$ cat src/rtl/mux_serializer.sv
// Registered N:1 bit-select serializer: captures a word on valid/ready and emits it one bit
// at a time, holding each bit for DIV cycles, LSB-first or MSB-first.
module mux_serializer #(
    parameter int unsigned DATA_W    = 8,
    parameter int unsigned SEL_W     = $clog2(DATA_W),
    parameter int unsigned DIV       = 1,
    parameter bit          MSB_FIRST = 1'b0
) (
    input  logic              inClk,
    input  logic              inRstn,
    input  logic [DATA_W-1:0] inData,
    input  logic              inValid,
    output logic              outReady,
    input  logic              inClear,
    output logic              outData,
    output logic              outValid,
    output logic              outStrobe,
    output logic              outLast
);

    localparam int unsigned      DIV_W     = (DIV > 1) ? $clog2(DIV) : 1;
    localparam logic [SEL_W-1:0] FIRST_IDX = MSB_FIRST ? SEL_W'(DATA_W - 1) : '0;
    localparam logic [SEL_W-1:0] LAST_IDX  = MSB_FIRST ? '0 : SEL_W'(DATA_W - 1);
    localparam logic [DIV_W-1:0] DIV_MAX   = DIV_W'(DIV - 1);

    typedef enum logic [0:0] {StIdle, StShift} state_e;

    state_e            stateQ, stateD;
    logic [DATA_W-1:0] wordQ, wordD;
    logic [SEL_W-1:0]  idxQ, idxD, idxNext;
    logic [DIV_W-1:0]  divQ, divD;
    logic              dataQ, dataD;
    logic              validQ, validD;
    logic              strobeQ, strobeD;
    logic              lastQ, lastD;
    logic              bitDone, wordDone, accept;

    assign bitDone  = (divQ == DIV_MAX);
    assign wordDone = bitDone && (idxQ == LAST_IDX);
    assign idxNext  = MSB_FIRST ? (idxQ - SEL_W'(1)) : (idxQ + SEL_W'(1));
    // Ready only when idle or on the very last cycle of a word, so words can abut seamlessly.
    assign outReady = !inClear && ((stateQ == StIdle) || ((stateQ == StShift) && wordDone));
    assign accept   = inValid && outReady;

    always_comb begin
        stateD  = stateQ;
        wordD   = wordQ;
        idxD    = idxQ;
        divD    = divQ;
        dataD   = dataQ;
        validD  = validQ;
        strobeD = 1'b0;
        lastD   = lastQ;
        if (inClear) begin
            stateD = StIdle;
            idxD   = '0;
            divD   = '0;
            validD = 1'b0;
            lastD  = 1'b0;
        end else if (accept) begin
            stateD  = StShift;
            wordD   = inData;
            idxD    = FIRST_IDX;
            divD    = '0;
            dataD   = inData[FIRST_IDX];
            validD  = 1'b1;
            strobeD = 1'b1;
            lastD   = (FIRST_IDX == LAST_IDX);
        end else if (stateQ == StShift) begin
            if (wordDone) begin
                stateD = StIdle;
                divD   = '0;
                validD = 1'b0;
                lastD  = 1'b0;
            end else if (bitDone) begin
                idxD    = idxNext;
                divD    = '0;
                dataD   = wordQ[idxNext];
                strobeD = 1'b1;
                lastD   = (idxNext == LAST_IDX);
            end else begin
                divD = divQ + DIV_W'(1);
            end
        end
    end

    always_ff @(posedge inClk or negedge inRstn) begin
        if (!inRstn) begin
            stateQ  <= StIdle;
            wordQ   <= '0;
            idxQ    <= '0;
            divQ    <= '0;
            dataQ   <= 1'b0;
            validQ  <= 1'b0;
            strobeQ <= 1'b0;
            lastQ   <= 1'b0;
        end else begin
            stateQ  <= stateD;
            wordQ   <= wordD;
            idxQ    <= idxD;
            divQ    <= divD;
            dataQ   <= dataD;
            validQ  <= validD;
            strobeQ <= strobeD;
            lastQ   <= lastD;
        end
    end

    assign outData   = dataQ;
    assign outValid  = validQ;
    assign outStrobe = strobeQ;
    assign outLast   = lastQ;

endmodule

$ cat config.mk
export PLATFORM = sky130hd
export DESIGN_NAME = mux_serializer
export DESIGN_NICKNAME = d
export VERILOG_FILES = /design/src/rtl/mux_serializer.sv
export SDC_FILE = /design/constraint.sdc
export NUM_CORES = 1
export LEC_CHECK = 0
export CORE_AREA = 2 2 43 45
export CTS_CLUSTER_SIZE = 12
export DETAILED_ROUTE_END_ITERATION = 8
export DIE_AREA = 0 0 45 47
export HOLD_SLACK_MARGIN = 0.08
export PLACE_DENSITY = 0.75
export SLEW_MARGIN = 20
export SYNTH_ARGS = -nofsm -noshare
export SYNTH_HDL_FRONTEND = slang
export SYNTH_SLANG_ARGS = --single-unit
$ cat constraint.sdc
create_clock -name inClk -period 1.9 [get_ports inClk]
set_input_delay 0.38 -clock inClk [delete_from_list [all_inputs] [get_ports inClk]]
set_output_delay 0.38 -clock inClk [all_outputs]
set_load 0.1 [all_outputs]
Yosys cells after proc, flatten, opt, wreduce, memory -nomap -nowiden. Cells that the tools add are included.

Bits in registers: 17. Bits of input ports: 12. Output and inout port bits: 5. Logic and storage cells: 69.

Add/sub/neg operators: 2. Magnitude comparators: 1. Eq/ne operators: 7. Muxes and demuxes: 34. Bitwise gates (word level): 3. Reduce and logical (&&, ||, !) cells: 14.

Operator list (count): $mux W1 (28); $mux W3 (5); $eq A3 B3 Y1 const B (2); $ne A3 B2 Y1 const B (2); $reduce_and A2 Y1 (3); $reduce_bool A3 Y1 (2); $logic_and A1 B1 Y1 (4); $lt A3 B4 Y1 const B (1); $ne A2 B1 Y1 const B (2); $ne A4 B2 Y1 const B (1); $reduce_and A4 Y1 (1); $add A3 B1 Y3 const B (1); $bmux W1 S3 (1); $not A1 Y1 (3); $reduce_and A3 Y1 (1); $reduce_bool A2 Y1 (1); $add A1 B1 Y1 const B (1); $logic_not A1 Y1 (1); $logic_or A1 B1 Y1 (1).

Depth between registers and ports, before layout. Gate-level depths: netlist of the first run.

Depth in word-level cells: 8. Mapped depth: 6. Mapped depth without buffers: 5.

Least setup slack after synthesis of the first run. OpenSTA, ideal clock, no wires.

Path kind: register -> output. Start: reg stateQ. End: out outReady. Data arrival time: 2.405 ns. Data required time: 1.520 ns. Path slack: -0.885 ns. Stages on the path, launching flop included: 4. Buffers on the path: 1. Cell sequence: dfrtp_1 nor2b_4 buf_6 nor2_1.

Cells in the longest elaborated chain, start to end: 3. Elaborated cells between the ends (all ways): 4. Those cells by class: bitwise: 1; reduce/logical: 3.

RTL lines: start: declaration (line 28) `state_e stateQ, stateD;`; start signal: assignment (line 89) `stateQ <= StIdle;`; start signal: assignment (line 98) `stateQ <= stateD;`; $logic_and A1 B1 Y1 / $not A1 Y1 (equally long branches) (line 42) `assign outReady = !inClear && ((stateQ == StIdle) || ((stateQ == StShift) && wordDone));`; $logic_or A1 B1 Y1 * (line 42); $logic_and A1 B1 Y1 * (line 42); end: declaration (line 13) `output logic outReady,`.

Mark *: on every way between the ends. The rest lies on a longest branch, timed or not.

Worst setup path after layout of the first run.
Start: reg idxQ[0]. End: out outReady.

Cells in the longest elaborated chain, start to end: 5.

RTL lines: start: declaration (line 30) `logic [SEL_W-1:0] idxQ, idxD, idxNext;`; start signal: assignment (line 100) `idxQ <= idxD;`; $eq A3 B3 Y1 (line 39) `assign wordDone = bitDone && (idxQ == LAST_IDX);`; $logic_and A1 B1 Y1 (line 39); $logic_and A1 B1 Y1 (line 42); $logic_or A1 B1 Y1 (line 42); $logic_and A1 B1 Y1 (line 42).

Every way passes these cells.

==> results of run 1 <==
==> cells in the mapped netlist (2+ instances only) <==
cell type   n
a21oi_1     4
dfrtp_1    15
ha_1        3
mux2_2     10
nand2_1     5
nand2b_1    2
nand3b_1    2
nor2_1      7
or2b_1      2
==> repair_timing <==
item,4_1_cts,5_1_grt
hold endpoints to repair,0,0
setup buffers,3,0
gates resized for setup,2,2
cloned,0,0
endpoints found under the setup margin,7,3
pin swaps,1,0
==> layout make-up <==
| cell class | instances | area share |
|---|---|---|
| Multi-Input combinational cell | 46 | 0.3640 |
| Sequential cell | 15 | 0.3512 |
| Timing Repair Buffer | 22 | 0.2372 |
| Clock buffer | 4 | 0.02442 |
| Tap cell | 17 | 0.01977 |
| Inverter | 1 | 0.003488 |
==> cell families after synthesis <==
| kind of cell | count (synthesis) | synth area share |
|---|---|---|
| fa+ha+maj | 3 | 0.04919 |
| simple gates | 24 | 0.1934 |
| mux | 11 | 0.1770 |
| buf+inv | 3 | 0.02458 |
| flops | 15 | 0.4918 |
| compound gates | 8 | 0.06394 |
==> worst max-delay path, delay by kind of cell, from the launching register on <==
family / cells / cell delay [ns]
adder cells (fa/ha/maj): 2 / 0.39
buffers and inverters: 1 / 0.16
flip-flops: 1 / 0.43
AND/OR/NAND/NOR: 2 / 0.20
==> layer usage <==
layer / global-route usage / part of all wire / vias up
li1: - / - / 271
met1: 0.2127 / 0.41 / 298
met2: 0.3114 / 0.55 / 15
met3: 0.04615 / 0.039 / 2
met4: 0.05294 / 0.0058 / 0
met5: 0 / 0 / -
==> final timing paths <==
path                                   endpoint  slack [ns]  cells after the start
max in group asynchronous  wordQ[2]$_DFFE_PN0P_        1.09                      2
min in group inClk         wordQ[1]$_DFFE_PN0P_        0.51                      1
hold reg to reg            wordQ[1]$_DFFE_PN0P_        0.51                      1
hold / removal              idxQ[1]$_DFFE_PN0P_        0.36                      1
setup reg to reg           wordQ[5]$_DFFE_PN0P_        0.10                      7
setup / recovery                       outReady        0.07                      5
==> sequential cells by signal, indices dropped and copies added (netlist names) <==
signal    flops
outLast       1
outValid      1
idxQ          3
stateQ        1
outData       1
wordQ         8
==> power breakdown <==
group / internal, W / leakage [nW] / switching, W
Combinational: 0.000131 / 0.252 / 0.000129
Clock: 0.0000814 / 0.0150 / 0.000102
Sequential: 0.000362 / 0.184 / 0.0000305
Total: 0.000575 / 0.452 / 0.000262
==> per-stage QoR <==
step / total power (W) / instance area [µm²]
after detailed placement: 0.0006471 / 998.5
after global routing: 0.0008821 / 1076
after floorplan: 0.0005504 / 772.0
after global placement: 0.0006433 / 998.5
final: 0.0008368 / 1076
after CTS: 0.0008417 / 1064
==> results.ini, run 1 <==
[run_status]
outcome=completed

[worst_setup_path]
crit_path_start_kind=register
cp_slowest_cell=dfrtp_2
worstSetupEndpointType=output pin
cpPeakStageDelay_ns=0.43
cp_cell_sequence=ha_2 -> ha_4 -> nor2b_4 -> nor2_4 -> buf_12
worstPathRequired_ns=1.52
critPathKind=register to output pin
crit_fanout=3
r2r-start=idxQ[1]$_DFFE_PN0P_
arrival_ns=1.45
crit_start=idxQ[0]$_DFFE_PN0P_

[clock_network]
cts.sinks=15
cts_tree=built
cts.reportedPaths.clkPinSlew_ns=0.10
root_buffer=clkbuf_4
cts_buffers=3
insertion_delay_ns=0.28
clock_path_buffers=2
htreeDepth=1
cts_hold_buffers=0

[synthesis]
synth_top_area_cell=dfrtp_1
ys_ff_latch=15
synthArstFlopShare=1.000
synth_edf_count=0
seq_area_frac_synth=0.4918
synthesis.nets=79
syn_area_um2=763.2
postSynthCellCount=64
synthTopCellsByArea=dfrtp_1, mux2_2, ha_1
ys.warnings.count=0
ys_types=23
avgSynthCellArea_um2=11.93
netlist.area_leader.share=0.4918
ys.flop_type=dfrtp_1

[cells_and_area]
stdcell_count=105
antenna_cells=0
multiInputGateArea_um2=391.6
nets=104
utilization=0.6515
drive_gt1_frac=0.3750
final_common_cell=dfrtp_1
fillers=141
ff_latch_area_um2=377.9
area_growth_pct=40.98
final_cell_mix=dfrtp_1, clkdlybuf4s50_1, mux2_2

[route]
drtIter0Drc=8
drc=0
vias=586
routed_wire_length_per_instance_um=14.82
via_per_inst=5.581
drt_pass1_iterations=4
postRouteWirelength_mm=1.556
antenna_left=0

[floorplanning]
io-pin-count=17
coreArea_um2=1652
die_w_um=45
start_util=0.4621
die_area_um2=2115
die_y_um=47
rows=15

[placed_design]
place_hpwl_mm=1.044
place_ws_ns=0.03996
portBuffers=16
gp_congestion=0.7307
placed_cells=98

[global_routing]
grt_pass1_vias=562
grt_usage=0.1766
grt_overflow=0
grt_pass1_wl_mm=2.608
grt_max_degree=11
antenna_found_initial=0

[sta]
maxClockFrequency_mhz=546.7
slew_headroom=0.7675
fin_crit_sh=0.9627
worst_slack_ns=0.07091
whs_ns=0.3582
fin_setup_tns_ns=0
clock_skew_ns=0.007948
rsz0062_at_grt=false
slew_violations=0
finalHoldViolCount=0
setup_viol=0
worst_pin_slew_ns=0.3477
period_minus_slack_ns=1.829

[pwr]
powerDensity_nw_per_um2=777.7
p_leak_nw=0.4515
vdd_ir_drop_max_mv=0.5177

[flow_run]
cap_viol_max_count=0

[hold_path]
min_path_type=input port to asynchronous set/reset pin

Note: power is estimated with default switching activity, not from simulation.
==> inputs of run 2 (changes only) <==
--- a/config.mk
+++ b/config.mk
@@ -10,7 +10,8 @@
 export DETAILED_ROUTE_END_ITERATION = 8
 export DIE_AREA = 0 0 45 47
 export HOLD_SLACK_MARGIN = 0.08
-export PLACE_DENSITY = 0.75
+export MAX_ROUTING_LAYER = met4
+export PLACE_DENSITY = 0.84
 export SLEW_MARGIN = 20
 export SYNTH_ARGS = -nofsm -noshare
 export SYNTH_HDL_FRONTEND = slang
==> run 2 against run 1 <==
Critical path depth stayed put. Clock power about the same. Core utilization down 0.30 points. Via count down 2.6%. Critical endpoint unchanged. Largest power group unchanged.
==> results.ini, run 2 (synthesized netlist as in run 1, its figures left out) <==
[run_status]
outcome=completed

[sta]
finalHoldViolCount=0
worst_slack_ns=0.08401
setup_viol=0
fin_setup_tns_ns=0
maxClockFrequency_mhz=550.7
slew_headroom=0.8049
clock_skew_ns=0.002151
rsz0062_at_grt=false
period_minus_slack_ns=1.816
slew_violations=0
fin_crit_sh=0.9558
worst_pin_slew_ns=0.2890

[placed_design]
place_ws_ns=0.02870
portBuffers=16
gp_congestion=0.7930
place_hpwl_mm=1.057

[pwr]
vdd_ir_drop_max_mv=0.4969
powerDensity_nw_per_um2=779.3
p_leak_nw=0.4535

[route]
drt_pass1_iterations=4
antenna_left=0
drtIter0Drc=10
routed_wire_length_per_instance_um=14.54
drc=0
postRouteWirelength_mm=1.541
via_per_inst=5.387
vias=571

[worst_setup_path]
arrival_ns=1.44
crit_start=idxQ[0]$_DFFE_PN0P_
worstPathRequired_ns=1.52
crit_cells=5
ff2ff_path_depth=7
critPathKind=register to output pin
crit_fanout=3
crit_path_start_kind=register
cp_slowest_cell=dfrtp_2
r2r-start=idxQ[1]$_DFFE_PN0P_
cp_num_buf_inv=1
cp_cell_sequence=ha_2 -> ha_4 -> nor2b_4 -> nor2_4 -> buf_12
critPathTopFamily=flip-flops
cpPeakStageDelay_ns=0.42
worstSetupEndpointType=output pin

[cells_and_area]
antenna_cells=0
final_common_cell=dfrtp_1
nets=105
reg_top3=wordQ: 8 flops, idxQ: 3 flops
area_growth_pct=40.33
drive_gt1_frac=0.3820
largest_reg_flops=8
final_cell_mix=dfrtp_1, clkdlybuf4s50_1, mux2_2
top_register=wordQ

[clock_network]
cts.reportedPaths.clkPinSlew_ns=0.09
clock_path_buffers=2
htreeDepth=1
cts.sinks=15
cts_buffers=3
root_buffer=clkbuf_4
cts_tree=built
insertion_delay_ns=0.29

[floorplanning]
io-pin-count=17
start_util=0.4621
rows=15
coreArea_um2=1652
die_w_um=45
die_area_um2=2115
die_y_um=47

[global_routing]
grt_pass1_wl_mm=2.532
grt_overflow=0
grt_usage=0.1822
antenna_found_initial=0
grt_pass1_vias=570
grt_max_degree=16

[hold_path]
min_path_type=input port to asynchronous set/reset pin

[flow_run]
cap_viol_max_count=0

==> run 2: worst paths after layout <==
path,endpoint,slack [ns]
setup reg to reg,wordQ[7]$_DFFE_PN0P_,0.11
hold / removal,outLast$_DFFE_PN0P_,0.40
max in group asynchronous,stateQ$_DFF_PN0_,1.31
min in group inClk,wordQ[1]$_DFFE_PN0P_,0.51
hold reg to reg,wordQ[1]$_DFFE_PN0P_,0.51
setup / recovery,outReady,0.08
==> run 2: area by class of cell <==
| class | instances | area [µm²] |
|---|---|---|
| well taps | 17 | 21.27 |
| clock buffers | 4 | 26.28 |
| fillers | 133 | 580.6 |
| inverters | 1 | 3.754 |
| multi-input cells | 46 | 391.6 |
| flip-flops and latches | 15 | 377.9 |
| repair buffers | 23 | 250.2 |
==> run 2: what timing repair did <==
action                                  4_1_cts  5_1_grt
buffers inserted                              4        0
pin swaps                                     1        0
gates resized for setup                       2        2
endpoints found under the setup margin        1        3
gates cloned                                  0        0
hold buffers                                  0        0
hold endpoints to repair                      0        0
==> run 2: worst reg2reg max path, delay by kind of cell (launching register included) <==
kind	cells	cell delay, ns
flip-flops	1	0.39
adder cells (fa/ha/maj)	2	0.36
multiplexers	1	0.34
buffers and inverters	2	0.33
AND/OR/NAND/NOR	2	0.26
==> run 2: through the flow <==
stage	instance area (µm²)	total power [W]	hold WS [ns]	instances	utilization
2_1_floorplan	772.0	0.0005504	0.08441	64	-
5_1_grt	1071	0.0008785	0.4177	106	0.6485
6_report	1071	0.0008347	0.3983	106	0.6485
3_5_place_dp	998.5	0.0006481	0.4902	98	0.6045
4_1_cts	1059	0.0008378	0.4105	106	0.6409
3_3_place_gp	998.5	0.0006419	0.4849	98	0.6045
==> run 2: power by group <==
group          leakage, nW  internal [W]  switching, W  total [W]
registers            0.184      0.000362     0.0000283   0.000391
clock network       0.0150     0.0000817      0.000102   0.000183
logic                0.254      0.000130      0.000131   0.000261
==> run 2: per-layer routing <==
metal / wire (µm) / vias up / part of all wire / track usage
met2: 783 / 19 / 0.51 / 0.2857
met3: 67 / 7 / 0.043 / 0.03462
met5: 0 / - / 0 / -
met4: 43 / 0 / 0.028 / 0.1353
li1: - / 273 / - / -
met1: 645 / 272 / 0.42 / 0.2068
==> inputs of run 3 (changes only) <==
--- a/config.mk
+++ b/config.mk
@@ -5,13 +5,16 @@
 export SDC_FILE = /design/constraint.sdc
 export NUM_CORES = 1
 export LEC_CHECK = 0
-export CORE_AREA = 2 2 43 45
+export CELL_PAD_IN_SITES_DETAIL_PLACEMENT = 0
+export CELL_PAD_IN_SITES_GLOBAL_PLACEMENT = 1
+export CORE_AREA = 2 2 42 59
 export CTS_CLUSTER_SIZE = 12
 export DETAILED_ROUTE_END_ITERATION = 8
-export DIE_AREA = 0 0 45 47
+export DIE_AREA = 0 0 44 61
 export HOLD_SLACK_MARGIN = 0.08
 export MAX_ROUTING_LAYER = met4
-export PLACE_DENSITY = 0.84
+export PLACE_DENSITY = 0.81
+export REMOVE_ABC_BUFFERS = 1
 export SLEW_MARGIN = 20
 export SYNTH_ARGS = -nofsm -noshare
 export SYNTH_HDL_FRONTEND = slang
==> run 3 against run 2 <==
Count of clock-buffer cells in the layout is the same. Cell count grew 3.8%. Final area grew 0.35%. Sequential cell count is the same. Sequential power shrank 1%. First-iteration DRC count shrank 40%. Combinational power shrank 5%. Critical endpoint unchanged. Global-route usage shrank 4.2 points. Fmax is essentially flat. Routed wire length shrank 0.32%. Setup slack lost 0.0014 ns. Largest power group unchanged.
==> results.ini, run 3 (synthesized netlist as in run 1, its figures left out) <==
[pwr]
powerDensity_nw_per_um2=763.2
p_leak_nw=0.4515
p_total_w=0.0008203
vdd_ir_drop_max_mv=0.3607

[clock_network]
cts_tree=built
root_buffer=clkbuf_4
insertion_delay_ns=0.28
htreeDepth=1
cts.sinks=15
cts_buffers=3
clock_path_buffers=2
cts.reportedPaths.clkPinSlew_ns=0.09

[cells_and_area]
multiInputGateArea_um2=386.6
largest_reg_flops=8
final_area_um2=1075
top_register=wordQ
nets=104
fillers=197
stdcell_count=110
antenna_cells=0
ff_latch_area_um2=375.4
final_common_cell=dfrtp_1
final_cell_mix=dfrtp_1, clkdlybuf4s50_1, mux2_2
area_growth_pct=40.82
drive_gt1_frac=0.3523
reg_top3=wordQ: 8 flops, idxQ: 3 flops

[sta]
fin_crit_sh=0.9565
maxClockFrequency_mhz=550.2
clock_skew_ns=0.005578
finalHoldViolCount=0
fin_setup_tns_ns=0
period_minus_slack_ns=1.817
setup_viol=0
worst_pin_slew_ns=0.2810
worst_slack_ns=0.08260
slew_violations=0
slew_headroom=0.8103
rsz0062_at_grt=true

[route]
top_layer=met4
met3RoutedLength_um=65
drtIter0Drc=6
wl_met2_um=817
wl_met1_um=637
via_per_inst=5.118
postRouteWirelength_mm=1.536
vias=563
drt_pass1_iterations=4
drc=0
antenna_left=0
routed_wire_length_per_instance_um=13.96

[run_status]
outcome=completed

[placed_design]
portBuffers=16
gp_congestion=0.7415
place_hpwl_mm=1.124
place_ws_ns=0.05459
placed_cells=104
placed_cell_area_um2=1003

[global_routing]
grt_pass1_vias=629
grt_usage=0.1407
antenna_found_initial=0
grt_max_degree=16
grt_pass1_wl_mm=2.622
grt_overflow=0

[floorplanning]
io-pin-count=17
die_y_um=61
start_util=0.3547
die_w_um=44
rows=20
die_area_um2=2684
coreArea_um2=2152

[worst_setup_path]
crit_fanout=3
worstSetupEndpointType=output pin
ff2ff_setup_slack_ns=0.11
worstPathRequired_ns=1.52
r2r_end=wordQ[7]$_DFFE_PN0P_
ff2ff_path_depth=7
crit_path_start_kind=register
critPathKind=register to output pin
arrival_ns=1.44
r2r-start=idxQ[1]$_DFFE_PN0P_

[flow_run]
cap_viol_max_count=0

[hold_path]
min_path_type=input port to asynchronous set/reset pin

==> run 3: cell count changes in the layout (fill, tap and decap cells not counted) <==
cell     previous run  this run
buf_4               8         6
dfrtp_1            13        15
dfrtp_2             2         0
buf_12              4         5
nor2_2              0         1
nor2_4              1         0
==> run 3: how the worst max path moves through the flow <==
stage / startpoint / end / slack (ns) / depth (start not counted)
2_1_floorplan: stateQ$_DFF_PN0_ / outReady / -0.79 / 2
3_3_place_gp: inClear / wordQ[6]$_DFFE_PN0P_ / 0.08 / 3
3_5_place_dp: inClear / wordQ[1]$_DFFE_PN0P_ / 0.05 / 3
4_1_cts: idxQ[1]$_DFFE_PN0P_ / outReady / 0.02 / 5
5_1_grt: idxQ[1]$_DFFE_PN0P_ / wordQ[7]$_DFFE_PN0P_ / -0.003 / 7
6_report: idxQ[1]$_DFFE_PN0P_ / outReady / 0.08 / 5
==> run 3: metrics by stage <==
stage	hold slack, ns	utilization
2_1_floorplan	0.08441	-
3_3_place_gp	0.4850	0.4663
3_5_place_dp	0.4917	0.4663
4_1_cts	0.4068	0.4936
5_1_grt	0.4134	0.4994
6_report	0.4033	0.4994
==> run 3: critical path, stage by stage, from the launching register on <==
cell	delay (ns)
dfrtp_1	0.43
ha_2	0.20
ha_4	0.17
nor2b_4	0.12
nor2_2	0.06
buf_12	0.17
==> run 3: timing repair <==
item | 4_1_cts | 5_1_grt
buffers inserted | 2 | 0
resized for setup | 2 | 2
setup endpoints to repair | 1 | 9
hold endpoints to repair | 0 | 0
pin swaps | 1 | 1
hold buffers | 0 | 0
==> run 3: layer usage <==
metal | vias up | GRT usage
met3 | 2 | 0.01786
met4 | 0 | 0.07792
met1 | 278 | 0.1458
met5 | - | -
li1 | 272 | -
met2 | 11 | 0.2521
==> run 3: cell type report <==
type	count	share of cell area
timing repair buffer	22	0.2375
inverter	1	0.003492
sequential	15	0.3492
tap	22	0.02561
clock buffer	4	0.02445
multi-input combinational	46	0.3597
==> run 3: where the power goes <==
| group | leakage (nW) | switching, W | total, W | internal, W |
|---|---|---|---|---|
| sequential | 0.187 | 0.0000250 | 0.000387 | 0.000362 |
| combinational | 0.250 | 0.000129 | 0.000247 | 0.000118 |
| clock | 0.0150 | 0.000105 | 0.000186 | 0.0000815 |
| total | 0.451 | 0.000259 | 0.000820 | 0.000561 |
